### config.mk
export PLATFORM = sky130hd
export DESIGN_NAME = uart_rx
export DESIGN_NICKNAME = d
export VERILOG_FILES = /design/src/rtl/uart_pkg.sv /design/src/rtl/sync2.sv /design/src/rtl/uart_rx.sv
export SDC_FILE = /design/constraint.sdc
export NUM_CORES = 1
export LEC_CHECK = 0
export CAP_MARGIN = 10
export CORE_MARGIN = 5
export CORE_UTILIZATION = 50
export DETAILED_ROUTE_END_ITERATION = 16
export PLACE_DENSITY = 0.77
export SLEW_MARGIN = 20
export SYNTH_ARGS = -nofsm -noshare
export SYNTH_HDL_FRONTEND = slang
export SYNTH_SLANG_ARGS = --single-unit
### constraint.sdc
create_clock -name clk -period 2.1 [get_ports clk]
set_clock_uncertainty 0.15 [all_clocks]
set_input_delay 0.21 -clock clk [delete_from_list [all_inputs] [get_ports clk]]
set_output_delay 0.21 -clock clk [all_outputs]
set_load 0.03 [all_outputs]
### src/rtl/uart_pkg.sv
// rtl/uart_pkg.sv - shared UART frame constants and receiver state encoding
//
// Purpose: constants shared by the UART receive and transmit sides.
// Contents: FSM state encodings and default frame geometry.

package uart_pkg;

  localparam int STATE_W = 3;

  localparam logic [STATE_W-1:0] ST_IDLE  = 3'd0;
  localparam logic [STATE_W-1:0] ST_START = 3'd1;
  localparam logic [STATE_W-1:0] ST_DATA  = 3'd2;
  localparam logic [STATE_W-1:0] ST_STOP  = 3'd3;
  localparam logic [STATE_W-1:0] ST_BRK   = 3'd4;

  localparam int DEF_DATA_BITS  = 8;
  localparam int DEF_OVERSAMPLE = 16;

endpackage

### src/rtl/sync2.sv
// rtl/sync2.sv - two-flop synchronizer for asynchronous single-bit inputs
//
// Purpose: bring an asynchronous level into the clk domain. Resets to 1 so an
//          idle-high serial or flow-control line reads idle straight out of reset.
// Ports:
//   clk  in   system clock
//   rst  in   synchronous active-low reset
//   d_i  in   asynchronous input
//   q_o  out  synchronized output

module sync2 (
  input  logic clk,
  input  logic rst,
  input  logic d_i,
  output logic q_o
);

  logic meta_q;
  logic sync_q;

  always_ff @(posedge clk) begin
    if (!rst) begin
      meta_q <= 1'b1;
      sync_q <= 1'b1;
    end else begin
      meta_q <= d_i;
      sync_q <= meta_q;
    end
  end

  assign q_o = sync_q;

endmodule

### src/rtl/uart_rx.sv
// rtl/uart_rx.sv - 8N1 UART receiver with internal oversample tick and valid/ack output
//
// Purpose: deserialise an idle-high, LSB-first serial line into bytes.
// Ports:
//   clk        in   system clock
//   rst        in   synchronous active-low reset
//   rx         in   serial input, asynchronous to clk
//   data       out  last accepted byte, held while valid=1
//   valid      out  data holds an unconsumed byte
//   ack        in   consumer takes data
//   frame_err  out  1-clk pulse: stop bit sampled low
//   overrun    out  1-clk pulse: byte completed while valid=1 and ack=0, byte dropped
//   busy       out  receiver is not idle

module uart_rx
  import uart_pkg::*;
#(
  parameter int CLKFREQ    = 100_000_000,
  parameter int BAUD       = 9600,
  parameter int OVERSAMPLE = DEF_OVERSAMPLE,
  parameter int DATA_BITS  = DEF_DATA_BITS
) (
  input  logic                 clk,
  input  logic                 rst,
  input  logic                 rx,
  output logic [DATA_BITS-1:0] data,
  output logic                 valid,
  input  logic                 ack,
  output logic                 frame_err,
  output logic                 overrun,
  output logic                 busy
);

  localparam int TW = $clog2(OVERSAMPLE);
  localparam int BW = $clog2(DATA_BITS) + 1;

  localparam logic [31:0]   TOP    = 32'(CLKFREQ / (BAUD * OVERSAMPLE) - 1);
  localparam logic [TW-1:0] T_HALF = TW'(OVERSAMPLE / 2 - 1);
  localparam logic [TW-1:0] T_LAST = TW'(OVERSAMPLE - 1);
  localparam logic [BW-1:0] B_LAST = BW'(DATA_BITS - 1);

  logic rx_s;

  sync2 u_sync2 (
    .clk (clk),
    .rst (rst),
    .d_i (rx),
    .q_o (rx_s)
  );

  logic [STATE_W-1:0]   state_q, state_d;
  logic [31:0]          cnt_q, cnt_d;
  logic [TW-1:0]        tcnt_q, tcnt_d;
  logic [BW-1:0]        bidx_q, bidx_d;
  logic [DATA_BITS-1:0] shift_q, shift_d;
  logic                 deliver_q, deliver_d;
  logic                 frame_err_q, frame_err_d;
  logic                 overrun_q, overrun_d;
  logic [DATA_BITS-1:0] data_q, data_d;
  logic                 valid_q, valid_d;
  logic                 tick;

  // The tick counter is held at zero in IDLE so every frame starts phase-aligned
  // to its own start edge.
  assign tick = (state_q != ST_IDLE) && (cnt_q == TOP);

  always_comb begin
    state_d     = state_q;
    cnt_d       = (state_q == ST_IDLE || tick) ? '0 : cnt_q + 32'd1;
    tcnt_d      = tcnt_q;
    bidx_d      = bidx_q;
    shift_d     = shift_q;
    deliver_d   = 1'b0;
    frame_err_d = 1'b0;
    overrun_d   = 1'b0;
    data_d      = data_q;
    valid_d     = valid_q;

    if (tick) begin
      tcnt_d = (tcnt_q == T_LAST) ? '0 : tcnt_q + 1'b1;
    end

    case (state_q)
      ST_IDLE: begin
        if (!rx_s) begin
          state_d = ST_START;
          tcnt_d  = '0;
          cnt_d   = '0;
        end
      end
      ST_START: begin
        // Mid start bit: a line already back high was a glitch.
        if (tick && tcnt_q == T_HALF) begin
          tcnt_d  = '0;
          bidx_d  = '0;
          state_d = rx_s ? ST_IDLE : ST_DATA;
        end
      end
      ST_DATA: begin
        if (tick && tcnt_q == T_LAST) begin
          shift_d = {rx_s, shift_q[DATA_BITS-1:1]};
          bidx_d  = bidx_q + 1'b1;
          if (bidx_q == B_LAST) begin
            state_d = ST_STOP;
          end
        end
      end
      ST_STOP: begin
        if (tick && tcnt_q == T_LAST) begin
          if (rx_s) begin
            deliver_d = 1'b1;
            state_d   = ST_IDLE;
          end else begin
            frame_err_d = 1'b1;
            state_d     = ST_BRK;
          end
        end
      end
      ST_BRK: begin
        // Hold off until the line returns high so a break is not read as frames.
        if (rx_s) begin
          state_d = ST_IDLE;
        end
      end
      default: state_d = ST_IDLE;
    endcase

    // A same-cycle ack frees the holding register for the incoming byte.
    if (deliver_q) begin
      if (!valid_q || ack) begin
        data_d  = shift_q;
        valid_d = 1'b1;
      end else begin
        overrun_d = 1'b1;
      end
    end else if (ack && valid_q) begin
      valid_d = 1'b0;
    end
  end

  always_ff @(posedge clk) begin
    if (!rst) begin
      state_q     <= ST_IDLE;
      cnt_q       <= '0;
      tcnt_q      <= '0;
      bidx_q      <= '0;
      shift_q     <= '0;
      deliver_q   <= 1'b0;
      frame_err_q <= 1'b0;
      overrun_q   <= 1'b0;
      data_q      <= '0;
      valid_q     <= 1'b0;
    end else begin
      state_q     <= state_d;
      cnt_q       <= cnt_d;
      tcnt_q      <= tcnt_d;
      bidx_q      <= bidx_d;
      shift_q     <= shift_d;
      deliver_q   <= deliver_d;
      frame_err_q <= frame_err_d;
      overrun_q   <= overrun_d;
      data_q      <= data_d;
      valid_q     <= valid_d;
    end
  end

  assign data      = data_q;
  assign valid     = valid_q;
  assign frame_err = frame_err_q;
  assign overrun   = overrun_q;
  assign busy      = (state_q != ST_IDLE);

endmodule

Word level (Yosys, flattened, before mapping)
Cells that the tools add are included.
{"block": "word_totals", "register_bits": 65, "out_inout_bits": 12}
{"block": "op_classes", "n_eq_ne": 15, "addsub": 3, "n_mux": 26, "n_reduce_logical": 18}
{"operator": "32-bit two-way mux", "count": 3}
{"operator": "32-bit by 1-bit adder with 32-bit output (second input constant)", "count": 1}
{"operator": "32-bit by 10-bit == test with 1-bit output (second input constant)", "count": 1}
{"operator": "4-bit two-way mux", "count": 6}
{"operator": "3-bit two-way mux", "count": 7}
{"operator": "4-bit case mux with 2 select lines", "count": 2}
{"operator": "3-bit case mux with 5 select lines", "count": 1}
{"operator": "2-bit != test (second input constant)", "count": 5}
{"operator": "4-bit by 1-bit adder with 4-bit output (second input constant)", "count": 2}
{"operator": "4-bit by 3-bit == test with 1-bit output (second input constant)", "count": 2}
{"operator": "2-bit AND reduction", "count": 4}
{"operator": "3-bit by 2-bit == test with 1-bit output (second input constant)", "count": 2}
{"operator": "1-bit two-way mux", "count": 6}
{"operator": "3-bit AND reduction", "count": 2}
{"operator": "6-bit AND reduction", "count": 1}
{"operator": "4-bit == test (second input constant)", "count": 1}
{"operator": "1-bit logical AND", "count": 4}
{"operator": "2-bit by 1-bit != test with 1-bit output (second input constant)", "count": 2}
{"operator": "2-bit nonzero test", "count": 2}
{"operator": "3-bit by 1-bit == test with 1-bit output (second input constant)", "count": 1}
{"operator": "3-bit == test (second input constant)", "count": 1}
{"operator": "3-bit logical NOT", "count": 1}
{"operator": "3-bit nonzero test", "count": 1}
{"operator": "1-bit logical OR", "count": 2}
{"operator": "other kinds (2)", "count": 2}

Longest topological paths before layout
{"block": "logic_depth", "depth_word": 6, "depth_mapped": 8, "ltp_nobuf": 7}

Modules after synthesis
Synthesis repeated with hierarchy kept, for this count alone.
{"block": "hier_totals", "cells_unflattened": 319, "area_unflattened_um2": 2987.9}
{"module": "uart_rx", "seq_area_each_um2": 1261.2, "instances": 1, "area_each_um2": 2935.3, "cells_each": 315}
{"module": "sync2", "seq_area_each_um2": 40.0, "instances": 1, "area_each_um2": 52.6, "cells_each": 4}

Worst setup path after synthesis
OpenSTA, ideal clock, no wires.
{"block": "synth_timing", "path_kind": "flip-flop to flip-flop", "from": "register cnt_q[0]", "to": "register frame_err_q (netlist: frame_err)", "slack_ps": -123, "synth_period_minus_slack_ps": 2223, "n_path_buf": 0, "path_stages_with_launch": 8, "t_arrival_ps": 2001, "setup_ps": 73, "path_cell_list": "dfxtp_1 > inv_1 > ha_1 > nor4bb_1 > nand4_2 > or2_4 > or4_4 > nor3b_2"}
{"block": "synth_between", "elab_chain_cells": 4}
{"item": "start: declaration", "line": "uart_rx.sv:52", "rtl": "logic [31:0] cnt_q, cnt_d;"}
{"item": "start signal: assignment", "line": "uart_rx.sv:155", "rtl": "cnt_q <= cnt_d;"}
{"item": "32-bit by 10-bit == test with 1-bit output", "line": "uart_rx.sv:65", "rtl": "assign tick = (state_q != ST_IDLE) && (cnt_q == TOP);"}
{"item": "1-bit logical AND", "line": "uart_rx.sv:65"}
{"item": "1-bit logical AND", "line": "uart_rx.sv:109", "rtl": "if (tick && tcnt_q == T_LAST) begin"}
{"item": "3-bit AND reduction (no line)"}
{"item": "end signal: assignment", "line": "uart_rx.sv:160", "rtl": "frame_err_q <= frame_err_d;"}
{"item": "end: declaration", "line": "uart_rx.sv:57", "rtl": "logic frame_err_q, frame_err_d;"}
Every way passes these cells.
A chain may end at the register's enable or synchronous reset.

Worst setup path in the final report
{"block": "layout_timing", "from": "register state_q[1]", "to": "output busy"}
{"block": "layout_between", "elab_chain_cells": 1}
{"item": "start: declaration", "line": "uart_rx.sv:51", "rtl": "logic [STATE_W-1:0] state_q, state_d;"}
{"item": "start signal: assignment", "line": "uart_rx.sv:154", "rtl": "state_q <= state_d;"}
{"item": "3-bit nonzero test", "line": "uart_rx.sv:171", "rtl": "assign busy = (state_q != ST_IDLE);"}
{"item": "end: declaration", "line": "uart_rx.sv:31", "rtl": "output logic busy"}
Every way passes these cells.

==> flow_metrics.py <==
metrics = {
    "global_routing": {
        "grt_start_max_net_pins": 25,
        "grt_pass1_wl_um": 10200,
        "grtUsageTotal_pct": 16.9,
        "grt_overflow_total": 0,
        "grt_pass1_vias": 2317,
        "antenna_found_initial": 0,
    },
    "cells_and_area": {
        "fin_area_mm2": 0.00376,
        "layout.cells.non_filler": 459,
        "area_delta_synth_final_pct": 26.4,
        "antenna_cells": 0,
        "drive_above_1_share_pct": 20.1,
        "finalNetCount": 387,
    },
    "pwr": {
        "p_int_mw": 2.05,
        "p_comb_share_pct": 1.5,
        "power.leakage_nw": 1.35,
        "p_per_area_mw_per_mm2": 692,
        "ir_drop_mv": 0.465,
        "fin_total_pwr_mw": 2.60,
        "clkPwrFrac_pct": 51.0,
        "power.switching_mw": 0.550,
        "power_frac_seq_pct": 47.5,
        "switching_share_pct": 21.1,
    },
    "sta": {
        "period_share_pct": 94.1,
        "setup_viol": 0,
        "rsz0062_at_grt": "false",
        "tns_ns": 0,
        "max_freq_mhz": 506,
        "slew-limit-headroom_pct": 76.7,
        "setup_slack_ns": 0.123,
        "max_slew.worst_pin.slew_ns": 0.348,
        "slew_viol_final": 0,
        "hold_viol_final": 0,
        "period_minus_slack_ns": 1.98,
    },
    "die": {
        "die_w_um": 87.2,
        "initial_core_util_pct": 50.9,
        "dieArea_mm2": 0.00760,
        "core_area_mm2": 0.00585,
        "fp-row-count": 28,
        "die_y_um": 87.2,
        "ios": 16,
    },
    "critical_path": {
        "arrival_ns": 1.62,
        "ff2ff_path_depth": 5,
        "r2r_setup_slack_ns": 0.13,
        "crit_path_max_incr_delay_ns": 0.38,
        "slowest_stage": "or3_1",
        "worst_setup_path_end_kind": "primary output",
        "required_ns": 1.74,
        "path_cells": "buf_4 -> or3_1 -> dlygate4sd2_1",
        "crit_type": "flop to primary output",
        "cp_max_fo": 12,
        "cp-start-kind": "flop",
    },
    "clocking": {
        "cts_sinks": 65,
        "numCtsBuffers": 9,
        "cts.clk_slew.worst_paths_ns": 0.08,
        "cts_buffer_depth": 2,
        "clock_latency_ns": 0.34,
        "root_buffer": "clkbuf_8",
        "cts_tree": "yes",
        "htreeDepth": 3,
        "cts_hold_buf": 0,
    },
    "placement": {
        "preCtsSetupSlack_ns": -0.00914,
        "dpl_cell_area_mm2": 0.00348,
        "detailed_place_hpwl_um": 4080,
        "gp_congestion": 0.859,
        "port_buffers": 15,
        "dp_cells": 442,
    },
    "route": {
        "antenna_left": 0,
        "drt-total-wl_um": 5810,
        "drt-vias-per-instance": 5.24,
        "drt_iter0_markers": 175,
        "wl_per_cell_um": 12.7,
        "vias": 2404,
        "drtPass1Iterations": 4,
        "post-route-drc-count": 0,
    },
    "logic_synthesis": {
        "synthDistinctLibCells": 50,
        "syn_nets": 339,
        "synthArstFlopShare_pct": 0,
        "synth-warning-count": 0,
        "syn_inst": 331,
        "synth-seq-area-share_pct": 43.7,
        "synth_seq_cells": 65,
        "avgSynthCellArea_um2": 8.99,
        "syn_area_mm2": 0.00298,
        "synth_edf_count": 0,
        "synth_ff_type": "dfxtp_1",
    },
    "run": {
        "cap_violations": 0,
    },
    "hold_path": {
        "hp-class": "flop to flop",
        "holdPathStages": 1,
    },
    "outcome": {
        "status": "finished clean",
    },
}
[through the flow]
| stage | utilization, % | hold slack (ns) |
|---|---|---|
| after floorplan | - | 0.161 |
| after global routing | 64.3 | 0.303 |
| after detailed placement | 59.6 | 0.252 |
| final | 64.3 | 0.265 |
| after global placement | 59.6 | 0.243 |
| after CTS | 64.1 | 0.269 |
[flip-flops by register name (all words and copies together), names as in the netlist]
| register | flops |
|---|---|
| tcnt_q | 4 |
| overrun | 1 |
| cnt_q | 32 |
| bidx_q | 4 |
| valid | 1 |
| shift_q | 8 |
| u_sync2.meta_q | 1 |
| data | 8 |
| deliver_q | 1 |
| u_sync2.q_o | 1 |
| frame_err | 1 |
| state_q | 3 |
[final timing paths]
path,from,end
max,state_q[1],busy
min,u_sync2.meta_q,u_sync2.q_o
max reg2reg,cnt_q[19],frame_err
min reg2reg,u_sync2.meta_q,u_sync2.q_o
[Yosys cell counts (all sizes together) (2+ instances only)]
library cell / count / area share, %
xor2: 23 / 6.8
inv: 6 / 0.76
o21a: 2 / 0.50
and4: 4 / 1.2
nor3b: 3 / 0.92
nor4: 9 / 3.7
nand2: 27 / 3.4
buf: 2 / 0.50
nand3: 26 / 4.4
o21ai: 14 / 2.4
nor2: 45 / 5.7
and3: 3 / 0.67
nand3b: 3 / 0.76
a21oi: 2 / 0.34
a21boi: 2 / 0.50
dfxtp: 65 / 44
and2: 4 / 0.88
ha: 4 / 1.7
a211o: 2 / 0.59
nor3: 5 / 0.84
nor4b: 2 / 1.0
clkbuf: 14 / 1.8
nand4: 17 / 4.0
or2: 4 / 0.92
mux2i: 11 / 3.7
nand2b: 4 / 0.84
xnor2: 8 / 2.4
nor2b: 9 / 1.9
[power by group through the flow]
stage	Clock (mW)	Combinational, mW	Sequential, mW
after floorplan	0	0.0242	1.26
after global placement	0	0.0385	1.26
after detailed placement	0	0.0385	1.26
after CTS	1.35	0.0386	1.24
after global routing	1.41	0.0421	1.24
final	1.33	0.0389	1.24
[layout by cell type, fill, tap and decap left out, types with 2 or more instances in the layout]
cell              n
xor2_1           23
a21oi_1           2
inv_6             2
nor3b_1           2
nor2_1           45
nor4_2            4
dfxtp_1          65
clkinv_4          2
nor4_1            2
inv_1             6
buf_12            2
and4_1            3
a21boi_0          2
nand3b_1          3
nor3_1            4
bufinv_16         3
ha_1              4
mux2i_1          11
nand2b_1          4
clkdlybuf4s50_1  14
o21a_1            2
a211o_1           2
xnor2_1           8
nor2b_1           9
and3_1            2
buf_4            36
or2_2             3
clkbuf_8          9
nand2_1          27
and2_1            3
nor4_4            3
nand3_1          26
o21ai_0          13
nand4_1          15
[timing repair]
action | CTS | global route
setup buffers | 0 | 1
endpoints found under the setup margin | 2 | 2
resized for setup | 3 | 2
pin swaps | 1 | 3
cloned | 0 | 0
[layout make-up]
class	count	area, µm²
clock buffer	9	124
clock inverter	7	125
fill	457	2090
inverter	6	22.5
multi-input combinational	244	1640
sequential	65	1300
tap	75	93.8
timing repair buffer	53	459
[cells by family after synthesis]
group | count (synthesis) | share of synthesized area (%)
buf+inv | 22 | 3.07
flops | 65 | 43.7
simple gates | 170 | 32.7
fa+ha+maj | 4 | 1.68
compound gates | 28 | 6.05
xor+xnor | 31 | 9.12
mux | 11 | 3.70
[routing by layer]
metal | track usage (%) | wire (µm)
met5 | 0 | 0
met4 | 8.09 | 55
met3 | 3.50 | 263
met2 | 27.4 | 2730
met1 | 21.4 | 2760
[worst max-delay path: cells and delay by family, from the launching register on]
family / cells / cell delay, ns
buf+inv: 2 / 0.55
simple gates: 1 / 0.38
flops: 1 / 0.34
Note: power is estimated with default switching activity, not from simulation.
